**config.mk**
```make
export PLATFORM = sky130hd
export DESIGN_NAME = gcn_combination_unit
export DESIGN_NICKNAME = d
export VERILOG_FILES = /design/src/rtl/gcn_combination_unit.sv
export SDC_FILE = /design/constraint.sdc
export NUM_CORES = 1
export LEC_CHECK = 0
export CAP_MARGIN = 20
export CORE_MARGIN = 2
export CORE_UTILIZATION = 62
export CTS_BUF_LIST = sky130_fd_sc_hd__clkbuf_8
export DETAILED_ROUTE_END_ITERATION = 12
export PLACE_DENSITY_LB_ADDON = 0.08
export SKIP_LAST_GASP = 1
export SLEW_MARGIN = 20
export SYNTH_ARGS = -nofsm -noshare
export SYNTH_HDL_FRONTEND = slang
export SYNTH_SLANG_ARGS = --single-unit
```
**constraint.sdc**
```tcl
create_clock -name clk -period 17.1 [get_ports clk]
set_input_delay 2.565 -clock clk [delete_from_list [all_inputs] [get_ports clk]]
set_output_delay 2.565 -clock clk [all_outputs]
set_load 0.005 [all_outputs]
```
**src/rtl/gcn_combination_unit.sv**
```systemverilog
// gcn_combination_unit: GCN aggregation stage. Walks the COO edge list and, for every
// undirected edge (s,d), adds T[s] into A[d] and T[d] into A[s]. It raises done_comb when
// A is complete and serves rows of A to the argmax stage through a registered read port.
// Latency: 2 + 4*NUM_EDGES cycles from start to done_comb (3 + FEATURE_ROWS + 4*NUM_EDGES
// with self loops). The read port has 1-cycle latency. There is no backpressure: the
// block assumes the COO and feature memories answer one cycle after each address.
// Build option GCN_SELF_LOOP_EN: after clearing, seed A[r] = T[r] for every node.
// Ports:  clk, reset (async, active-high), start (pulse)
//         coo_addr -> / coo_src, coo_dst <-  : edge list memory, 1-cycle read
//         fm_addr  -> / fm_data <-           : transformed-feature memory, 1-cycle read
//         agg_rd_row <- / agg_rd_data ->     : aggregate read port, registered
//         bad_index (sticky), done_comb
module gcn_combination_unit #(
  parameter int FEATURE_ROWS   = 6,
  parameter int WEIGHT_COLS    = 3,
  parameter int DOT_PROD_WIDTH = 16,
  parameter int NUM_EDGES      = 6,
  parameter int COO_ADDR_WIDTH = 3,
  parameter int ROW_ADDR_WIDTH = 3
) (
  input  logic                                  clk,
  input  logic                                  reset,
  input  logic                                  start,
  output logic [COO_ADDR_WIDTH-1:0]             coo_addr,
  input  logic [ROW_ADDR_WIDTH-1:0]             coo_src,
  input  logic [ROW_ADDR_WIDTH-1:0]             coo_dst,
  output logic [ROW_ADDR_WIDTH-1:0]             fm_addr,
  input  logic [WEIGHT_COLS*DOT_PROD_WIDTH-1:0] fm_data,
  input  logic [ROW_ADDR_WIDTH-1:0]             agg_rd_row,
  output logic [WEIGHT_COLS*DOT_PROD_WIDTH-1:0] agg_rd_data,
  output logic                                  bad_index,
  output logic                                  done_comb
);

  localparam int RW = WEIGHT_COLS * DOT_PROD_WIDTH;
  localparam logic [ROW_ADDR_WIDTH:0] ROWS_EXT = (ROW_ADDR_WIDTH+1)'(FEATURE_ROWS);

  typedef enum logic [2:0] {
    IDLE,
    CLEAR,
`ifdef GCN_SELF_LOOP_EN
    SELF,
`endif
    FETCH,
    LATCH,
    ACC_DST,
    ACC_SRC,
    DONE
  } state_t;

  state_t                    r_state, w_next_state;
  logic [COO_ADDR_WIDTH-1:0] r_edge_cnt;
  logic [ROW_ADDR_WIDTH-1:0] r_s, r_d;
  logic                      r_edge_bad;
  logic                      r_bad_index;
  logic [RW-1:0]             r_agg [FEATURE_ROWS];
  logic [RW-1:0]             r_rd_data;
  logic [RW-1:0]             w_rd_row;
  logic [ROW_ADDR_WIDTH-1:0] w_fm_addr;
  logic                      w_last_edge;
`ifdef GCN_SELF_LOOP_EN
  // One extra bit so the counter can reach FEATURE_ROWS (the trailing write-only cycle).
  logic [ROW_ADDR_WIDTH:0]   r_self_cnt;
`endif

  function automatic logic in_range(input logic [ROW_ADDR_WIDTH-1:0] idx);
    return {1'b0, idx} < ROWS_EXT;
  endfunction

  // Column-wise unsigned add; each column wraps independently.
  function automatic logic [RW-1:0] add_row(input logic [RW-1:0] a, input logic [RW-1:0] b);
    logic [RW-1:0] sum;
    sum = '0;
    for (int c = 0; c < WEIGHT_COLS; c++) begin
      sum[c*DOT_PROD_WIDTH +: DOT_PROD_WIDTH] =
        a[c*DOT_PROD_WIDTH +: DOT_PROD_WIDTH] + b[c*DOT_PROD_WIDTH +: DOT_PROD_WIDTH];
    end
    return sum;
  endfunction

  assign w_last_edge = (r_edge_cnt == COO_ADDR_WIDTH'(NUM_EDGES - 1));

  always_ff @(posedge clk or posedge reset) begin
    if (reset) r_state <= IDLE;
    else       r_state <= w_next_state;
  end

  always_comb begin
    w_next_state = r_state;
    w_fm_addr    = '0;
    case (r_state)
      IDLE, DONE: if (start) w_next_state = CLEAR;
`ifdef GCN_SELF_LOOP_EN
      CLEAR:      w_next_state = SELF;
      SELF: begin
        w_fm_addr = r_self_cnt[ROW_ADDR_WIDTH-1:0];
        if (r_self_cnt == ROWS_EXT) w_next_state = FETCH;
      end
`else
      CLEAR:      w_next_state = FETCH;
`endif
      FETCH:      w_next_state = LATCH;
      LATCH: begin
        w_fm_addr    = coo_src;
        w_next_state = ACC_DST;
      end
      ACC_DST: begin
        w_fm_addr    = r_d;
        w_next_state = ACC_SRC;
      end
      ACC_SRC:    w_next_state = w_last_edge ? DONE : FETCH;
      default:    w_next_state = IDLE;
    endcase
  end

  // fm_data during ACC_DST is T[s]; during ACC_SRC it is T[d].
  always_ff @(posedge clk or posedge reset) begin
    if (reset) begin
      r_edge_cnt  <= '0;
      r_s         <= '0;
      r_d         <= '0;
      r_edge_bad  <= 1'b0;
      r_bad_index <= 1'b0;
      for (int r = 0; r < FEATURE_ROWS; r++) r_agg[r] <= '0;
`ifdef GCN_SELF_LOOP_EN
      r_self_cnt  <= '0;
`endif
    end else begin
      case (r_state)
        CLEAR: begin
          r_edge_cnt  <= '0;
          r_bad_index <= 1'b0;
          for (int r = 0; r < FEATURE_ROWS; r++) r_agg[r] <= '0;
`ifdef GCN_SELF_LOOP_EN
          r_self_cnt  <= '0;
`endif
        end
`ifdef GCN_SELF_LOOP_EN
        SELF: begin
          r_self_cnt <= r_self_cnt + (ROW_ADDR_WIDTH+1)'(1);
          // Data returned now belongs to the row addressed last cycle.
          for (int r = 0; r < FEATURE_ROWS; r++)
            if (r_self_cnt == (ROW_ADDR_WIDTH+1)'(r + 1)) r_agg[r] <= fm_data;
        end
`endif
        LATCH: begin
          r_s        <= coo_src;
          r_d        <= coo_dst;
          r_edge_bad <= !(in_range(coo_src) && in_range(coo_dst));
          if (!(in_range(coo_src) && in_range(coo_dst))) r_bad_index <= 1'b1;
        end
        ACC_DST: begin
          for (int r = 0; r < FEATURE_ROWS; r++)
            if (!r_edge_bad && r_d == ROW_ADDR_WIDTH'(r)) r_agg[r] <= add_row(r_agg[r], fm_data);
        end
        ACC_SRC: begin
          // Self edge: A[s] already received T[s] in ACC_DST, so skip the second add.
          for (int r = 0; r < FEATURE_ROWS; r++)
            if (!r_edge_bad && r_s != r_d && r_s == ROW_ADDR_WIDTH'(r))
              r_agg[r] <= add_row(r_agg[r], fm_data);
          r_edge_cnt <= r_edge_cnt + COO_ADDR_WIDTH'(1);
        end
        default: ;
      endcase
    end
  end

  always_comb begin
    w_rd_row = '0;
    for (int r = 0; r < FEATURE_ROWS; r++)
      if (agg_rd_row == ROW_ADDR_WIDTH'(r)) w_rd_row = r_agg[r];
  end

  always_ff @(posedge clk or posedge reset) begin
    if (reset) r_rd_data <= '0;
    else       r_rd_data <= w_rd_row;
  end

  assign coo_addr    = r_edge_cnt;
  assign fm_addr     = w_fm_addr;
  assign agg_rd_data = r_rd_data;
  assign bad_index   = r_bad_index;
  assign done_comb   = (r_state == DONE);

endmodule

```
* Yosys cells after proc, flatten, opt, wreduce, memory -nomap -nowiden
Index checks and enable logic that the tools add are counted.
** Storage, ports and cells
- Flip-flop bits (word level) :: 350
- Logic and storage cells :: 128
** Cells by class
- Reductions and logical operators :: 31
- $lt $le $gt $ge :: 2
- Add/subtract/negate cells :: 19
- Muxes and demuxes :: 26
- Equal/unequal tests :: 37
** Operators with widths (count)
- 48-bit two-way mux :: 18
- 288-bit one-hot mux with 3 select lines :: 1
- 16-bit adder :: 18
- 3-bit == test (second input constant) :: 10
- 2-bit inequality test (second input constant) :: 14
- 3-bit by 2-bit == test with 1-bit output (second input constant) :: 8
- 3-bit one-hot mux with 6 select lines :: 1
- 3-bit AND reduction :: 6
- 1-bit logical AND :: 14
- 3-bit by 1-bit == test with 1-bit output (second input constant) :: 4
- 3-bit zero test :: 4
- 3-bit one-hot mux with 2 select lines :: 2
- 3-bit less-than comparator (second input constant) :: 2
- 3-bit two-way mux :: 2
- 2-bit nonzero test :: 2
- 3-bit by 1-bit adder with 3-bit output (second input constant) :: 1
- 3-bit inequality test :: 1
- 3-bit nonzero test :: 1
- 1-bit zero test :: 2
- 1-bit one-hot mux with 2 select lines :: 1
- 2-bit AND reduction :: 1
- 2-bit OR reduction :: 1
- 1-bit two-way mux :: 1

* Logic depth before layout (Yosys ltp)
Gate-level depths: netlist (run 1).
- Depth after elaboration :: 7
- Mapped depth :: 11
- Gate-level depth less buffers :: 11

* Worst setup path after synthesis (run 1)
No wires, ideal clock.
- Kind :: input-to-output
- Start point :: in coo_src[0]
- End point :: out fm_addr[0]
- Path buffers :: 0
- Stages on the path :: 2
- Arrival time :: 2.684 ns
- Data required time :: 14.535 ns
- Path slack :: 11.851 ns
- Path through :: nand2_1 nand2_1
** Between the ends
- Word-level cells in the longest chain between the ends :: 1
** Ends and longest elaborated chain
- from (decl) :: RTL line 25 : input logic [ROW_ADDR_WIDTH-1:0] coo_src,
- 3-bit one-hot mux with 2 select lines :: RTL line 91 : case (r_state)
- to (decl) :: RTL line 27 : output logic [ROW_ADDR_WIDTH-1:0] fm_addr,
No other way between the ends.

* Worst setup path in the final report (run 1)
- Start point :: in coo_src[1]
- End point :: out fm_addr[1]
Same word-level chain as after synthesis.

==> impl_metrics.py, run 1 <==
metrics = {
    "layout": {
        "fin_area_sq_um": 29700,
        "diodes": 0,
        "final_util_pct": 70.3,
        "fin_nets": 3415,
        "drive_gt1_share_pct": 6.10,
        "synthToLayoutAreaGrowth_pct": 11.3,
    },
    "critical_path": {
        "crit_arrival_ns": 3.70,
        "cp-startpoint": "coo_src[1]",
        "worst_setup_path_start_kind": "input port",
        "worstPathCellList": "clkdlybuf4s50_1 > nand2_1 > nand2_1 > clkdlybuf4s50_1",
        "critPathKind": "input port to primary output",
        "crit_slowest_cell": "clkdlybuf4s50_1",
        "path_buf_inv": 2,
        "cp_max_fo": 2,
        "r2r-start": "r_state[2]",
        "path_delay_family": "buffers and inverters",
        "cp-end-kind": "primary output",
        "critPathMaxStageDelay_ns": 0.49,
        "required_ns": 14.53,
    },
    "global_route": {
        "grt_pass1_vias": 24100,
        "grt_overflow": 0,
        "grt_first_pass_wirelength_microns": 123000,
        "grt_start_max_net_pins": 169,
        "antenna_found_initial": 0,
        "gr-usage-all-layers_pct": 34.2,
    },
    "sta": {
        "worst_pin_slew_ns": 1.07,
        "setup_slack_ns": 10.84,
        "fin_crit_sh_pct": 36.6,
        "setup_viol": 0,
        "period_needed_ns": 6.26,
        "clock.fmax_mhz": 160,
        "slew_viol_final": 0,
        "setup_tns_ns": 0,
        "hold_viol": 0,
        "rsz0062_at_grt": "no",
        "slew_headroom_pct": 28.7,
        "finClkSkew_ns": 0.0215,
    },
    "clock_network": {
        "clk_latency_ns": 0.64,
        "clk_pin_slew_ns": 0.05,
        "cts_htree_levels": 3,
        "postCtsSetupRepairBufs": 0,
        "cts_num_sinks": 350,
        "cts_root_buf": "clkbuf_8",
        "hold_buffers": 0,
        "postCtsResizedCells": 0,
        "cts_made_buffers": 67,
        "clock_path_buffers": 3,
        "cts_tree": "built",
    },
    "floorplan": {
        "dieWidth_microns": 211,
        "io_pins": 116,
        "die_y_microns": 211,
        "rows": 75,
        "initial_core_util_pct": 63.1,
        "dieArea_sq_um": 44700,
        "core_area_sq_um": 42200,
    },
    "flow_run": {
        "drv_cap": 0,
    },
    "placed_design": {
        "place_ws_ns": 10.85,
        "port_buffers": 115,
        "dp_hpwl_microns": 52000,
        "placed_area_sq_um": 28300,
        "place_congestion": 0.909,
    },
    "yosys": {
        "syn_inst": 2969,
        "ys_seq_elements": 350,
        "yosysSeqAreaShare_pct": 32.9,
        "synth_area_leaders": "dfrtp_1 (33%), ha_1 (13%), nand2_1 (5.1%)",
        "synth.distinct_cells": 82,
        "synth_edf_count": 0,
        "syn_avg_cell_area_sq_um": 8.98,
        "synth_top_cell_area_share_pct": 32.9,
        "syn_area_sq_um": 26700,
        "synth_nets": 3320,
        "synth_area_leader_cell": "dfrtp_1",
        "yosys_warnings": 0,
        "synthFlopType": "dfrtp_1",
        "ys_async_sr_fraction_pct": 100,
    },
    "routing": {
        "num_vias": 24100,
        "ant_nets": 0,
        "wl_per_cell_microns": 20.5,
        "drt-pass1-iter-count": 5,
        "wirelength_microns": 74900,
        "drt_iter0_markers": 1944,
        "routed_via_density": 6.58,
        "drc": 0,
    },
    "worst_hold_path": {
        "hold_class": "flop to flop",
        "hold_start": "bad_index",
    },
    "run_status": {
        "status": "completed",
    },
    "pwr": {
        "max-vdd-ir-drop_v": 0.0000981,
        "power_density_nw_per_um2": 122,
        "p_leak_nw": 13.6,
    },
}
-- Yosys cell counts (7+ instances only) --
cell,count
a21o_1,27
a211o_1,10
inv_1,99
o221ai_1,37
nand2_1,364
mux2i_1,93
and3_1,20
nor2_1,166
dfrtp_1,350
or3_1,63
o211ai_1,30
and4_1,8
nor2b_1,59
a22o_1,95
o21a_1,39
mux2_2,13
xor2_1,66
buf_1,7
o31ai_1,51
o21bai_1,17
a32o_1,21
o41ai_1,32
nor3_1,84
a21oi_1,188
mux4_2,11
a311oi_1,12
buf_2,27
o21ai_0,204
a211oi_1,44
clkbuf_1,77
fa_1,18
o31a_1,11
nand3_1,61
xnor2_1,97
nand2b_1,36
a31oi_1,17
a21boi_0,10
o22ai_1,21
ha_1,273
o21ai_1,19
-- worst paths after layout --
kind                       depth (start not counted)  slack [ns]               to
setup / recovery                                   4       10.84       fm_addr[1]
hold / removal                                     1        0.50        bad_index
setup reg to reg                                   7       13.61        r_agg[41]
hold reg to reg                                    1        0.50        bad_index
max in group asynchronous                          3       13.05       r_agg[159]
min in group asynchronous                          2        2.48  agg_rd_data[37]
-- final cells by class --
class	count	area (sq um)
clock inverter	28	138
tap	539	674
multi-input combinational	2404	17100
clock buffer	91	1250
fill	3339	12500
sequential	350	8760
timing repair buffer	140	1360
inverter	101	388
-- layer usage --
layer / GRT usage, % / wire, microns
met5: 0 / 0
met4: 14.6 / 2880
met3: 5.28 / 4520
met2: 57.3 / 35700
met1: 44.2 / 31800
-- per-stage QoR --
stage	hold WS, ns	total power, mW	cells
after floorplan	0.464	2.30	2969
after global placement	0.477	2.67	3533
after detailed placement	0.490	2.74	3533
after CTS	0.503	3.62	3652
after global routing	0.532	3.87	3653
final	0.496	3.63	3653
-- flip-flops by register name, indices dropped and copies added (netlist names) --
register and count:
bad_index 1, r_agg 288, coo_addr 3, r_d 3, r_state 3, r_s 3
r_edge_bad 1, agg_rd_data 48
-- worst register-to-register path: cells and delay by family, from the launching register on --
kind	cells	cell delay, ns
DFF	1	0.66
adders and majority gates	1	0.36
AOI/OAI and AO/OA	2	0.31
and+or+nand+nor	1	0.68
buffers and inverters	3	1.38
-- logic make-up after synthesis --
group,synth area share (%)
AO/OA/AOI/OAI,23.6
XOR/XNOR,5.36
adder cells (fa/ha/maj),14.2
buffers and inverters,3.22
flip-flops,32.9
multiplexers,5.01
AND/OR/NAND/NOR,15.8
-- power by group --
part	total, mW	internal (mW)	switching, mW
combinational	1.59	0.642	0.953
sequential	1.17	1.00	0.165
clock	0.868	0.486	0.382
total	3.63	2.13	1.50
-- cell usage in the layout (no fill, tap or decap), drive strengths merged, types with 84 or more instances in the layout --
| master | instances |
|---|---|
| nand2 | 364 |
| dfrtp | 350 |
| ha | 273 |
| o21ai | 223 |
| a21oi | 191 |
| nor2 | 169 |
| inv | 122 |
| clkdlybuf4s50 | 112 |
| xnor2 | 97 |
| a22o | 95 |
| mux2i | 93 |
| clkbuf | 91 |
| nor3 | 84 |
(Power assumes the default switching activity.)
==> run 2, diff against run 1 <==
--- a/config.mk
+++ b/config.mk
@@ -7,7 +7,7 @@
 export LEC_CHECK = 0
 export CAP_MARGIN = 20
 export CORE_MARGIN = 2
-export CORE_UTILIZATION = 62
+export CORE_UTILIZATION = 58
 export CTS_BUF_LIST = sky130_fd_sc_hd__clkbuf_8
 export DETAILED_ROUTE_END_ITERATION = 12
 export PLACE_DENSITY_LB_ADDON = 0.08
==> constraint.sdc (replaced) <==
create_clock -name clk -period 5.04 [get_ports clk]
set_input_delay 0.756 -clock clk [delete_from_list [all_inputs] [get_ports clk]]
set_output_delay 0.756 -clock clk [all_outputs]
set_load 0.005 [all_outputs]
==> run 2 against run 1 <==
First-iteration DRC count shrank 11%. Setup slack lost 9.3 ns. Combinational power grew to 3.4 times the previous value. Clock skew grew 0.0031 ns. Power grew to 3.4 times the previous value. Critical path depth grew 7. Via count shrank 2.4%. Cell count grew 1.8%. Wire length shrank 2.4%. Sequential power grew to 3.4 times the previous value. Die area grew 6.8%. Critical path type is now input port to flop. Critical endpoint is now r_agg[90].
==> impl_metrics.py, run 2 (synthesis results as in run 1) <==
metrics = {
    "run_status": {
        "status": "completed",
    },
    "critical_path": {
        "cp_max_fo": 7,
        "endpoint": "r_agg[90]",
        "crit_arrival_ns": 4.00,
        "reg2reg_to": "r_agg[79]",
        "cp-end-kind": "flop",
        "critPathKind": "input port to flop",
        "r2r_cells": 7,
        "r2r_setup_slack_ns": 1.97,
        "required_ns": 5.53,
        "r2r-start": "r_state[2]",
        "cp-startpoint": "fm_data[33]",
        "worst_setup_path_start_kind": "input port",
    },
    "clock_network": {
        "cts_made_buffers": 68,
        "hold_buffers": 0,
        "cts_tree": "built",
        "postCtsSetupRepairBufs": 0,
        "clk_latency_ns": 0.64,
        "clk_pin_slew_ns": 0.06,
        "cts_num_sinks": 350,
        "cts_htree_levels": 3,
        "postCtsResizedCells": 0,
        "clock_path_buffers": 3,
        "cts_root_buf": "clkbuf_8",
    },
    "routing": {
        "ant_nets": 0,
        "wirelength_microns": 73200,
        "drt-pass1-iter-count": 8,
        "wl_per_cell_microns": 19.7,
        "drc": 0,
        "routed_via_density": 6.31,
        "drt_iter0_markers": 1739,
        "num_vias": 23500,
    },
    "floorplan": {
        "io_pins": 116,
        "rows": 78,
        "dieArea_sq_um": 47700,
        "dieWidth_microns": 218,
        "initial_core_util_pct": 58.7,
        "core_area_sq_um": 45400,
        "die_y_microns": 218,
    },
    "sta": {
        "slew_viol_final": 0,
        "fin_hold_ws_ns": 0.490,
        "clock.fmax_mhz": 286,
        "fin_crit_sh_pct": 69.5,
        "worst_pin_slew_ns": 1.04,
        "setup_tns_ns": 0,
        "rsz0062_at_grt": "no",
        "finClkSkew_ns": 0.0246,
        "hold_viol": 0,
        "slew_headroom_pct": 30.6,
        "period_needed_ns": 3.50,
        "setup_viol": 0,
    },
    "layout": {
        "drive_gt1_share_pct": 6.32,
        "fin_nets": 3419,
        "synthToLayoutAreaGrowth_pct": 11.9,
        "final_util_pct": 65.7,
        "top_register": "r_agg",
        "final_common_cell": "nand2_1",
        "largest_reg_flops": 288,
        "fillers": 3798,
        "final_cell_mix": "nand2_1 (364), dfrtp_1 (350), ha_1 (272)",
        "diodes": 0,
    },
    "global_route": {
        "grt_pass1_vias": 23400,
        "grt_first_pass_wirelength_microns": 120000,
        "gr-usage-met3_pct": 4.38,
        "antenna_found_initial": 1,
        "met2_usage_pct": 52.4,
        "grt.busiest_layer": "met2",
        "grt_overflow": 0,
        "use_met1_pct": 40.6,
        "grt_start_max_net_pins": 166,
        "gr-usage-all-layers_pct": 31.1,
    },
    "pwr": {
        "power_density_nw_per_um2": 415,
        "max-vdd-ir-drop_v": 0.000258,
        "p_leak_nw": 13.6,
    },
    "flow_run": {
        "drv_cap": 0,
    },
    "placed_design": {
        "dp_hpwl_microns": 51600,
        "port_buffers": 115,
        "place_congestion": 0.892,
    },
    "worst_hold_path": {
        "hold_class": "flop to flop",
    },
}
-- run 2: how the worst min path moves through the flow --
stage | start | end | cells after the start
5_1_grt | bad_index | bad_index | 1
6_report | bad_index | bad_index | 1
3_5_place_dp | bad_index | bad_index | 1
4_1_cts | reset | r_agg[182] | 2
3_3_place_gp | bad_index | bad_index | 1
2_1_floorplan | r_agg[154] | r_agg[154] | 2
-- run 2: per-stage QoR --
stage	worst slack (ns)	cell area (sq um)	power, mW	instances
3_5_place_dp	0.973	28400	9.28	3598
5_1_grt	1.36	29800	13.2	3717
2_1_floorplan	-0.402	26700	7.81	2969
3_3_place_gp	1.02	28400	9.07	3598
6_report	1.54	29800	12.4	3717
4_1_cts	1.63	29800	12.4	3717
-- run 2: worst max-delay path, stage by stage --
cell and delay [ns]:
clkdlybuf4s50_1 0.67, inv_1 0.31, fa_1 0.50, nor2b_1 0.19, o21ai_1 0.11, a21boi_1 0.26, o211ai_1 0.20, a21boi_0 0.29
o211ai_1 0.13, and4_1 0.21, o41ai_1 0.36
-- run 2: cell type report --
cell class | count | area (sq um) | share of cell area, %
Tap cell | 600 | 751 | 2.52
Clock inverter | 27 | 165 | 0.554
Clock buffer | 92 | 1270 | 4.25
Sequential cell | 350 | 8760 | 29.4
Multi-Input combinational cell | 2404 | 17100 | 57.4
Inverter | 101 | 384 | 1.29
Timing Repair Buffer | 143 | 1390 | 4.66
-- run 2: routing by layer --
| layer | vias up | share of wire [%] |
|---|---|---|
| met1 | 11400 | 44 |
| met5 | - | 0.016 |
| li1 | 11300 | - |
| met4 | 2 | 2.8 |
| met3 | 153 | 5.1 |
| met2 | 653 | 48 |
-- run 2: report_power, final --
| part | switching, mW | leakage (nW) | total (mW) | internal [mW] |
|---|---|---|---|---|
| sequential | 0.558 | 4.85 | 3.96 | 3.40 |
| clock | 1.34 | 0.809 | 3.06 | 1.72 |
| combinational | 3.17 | 7.94 | 5.35 | 2.18 |
| total | 5.06 | 13.6 | 12.4 | 7.30 |
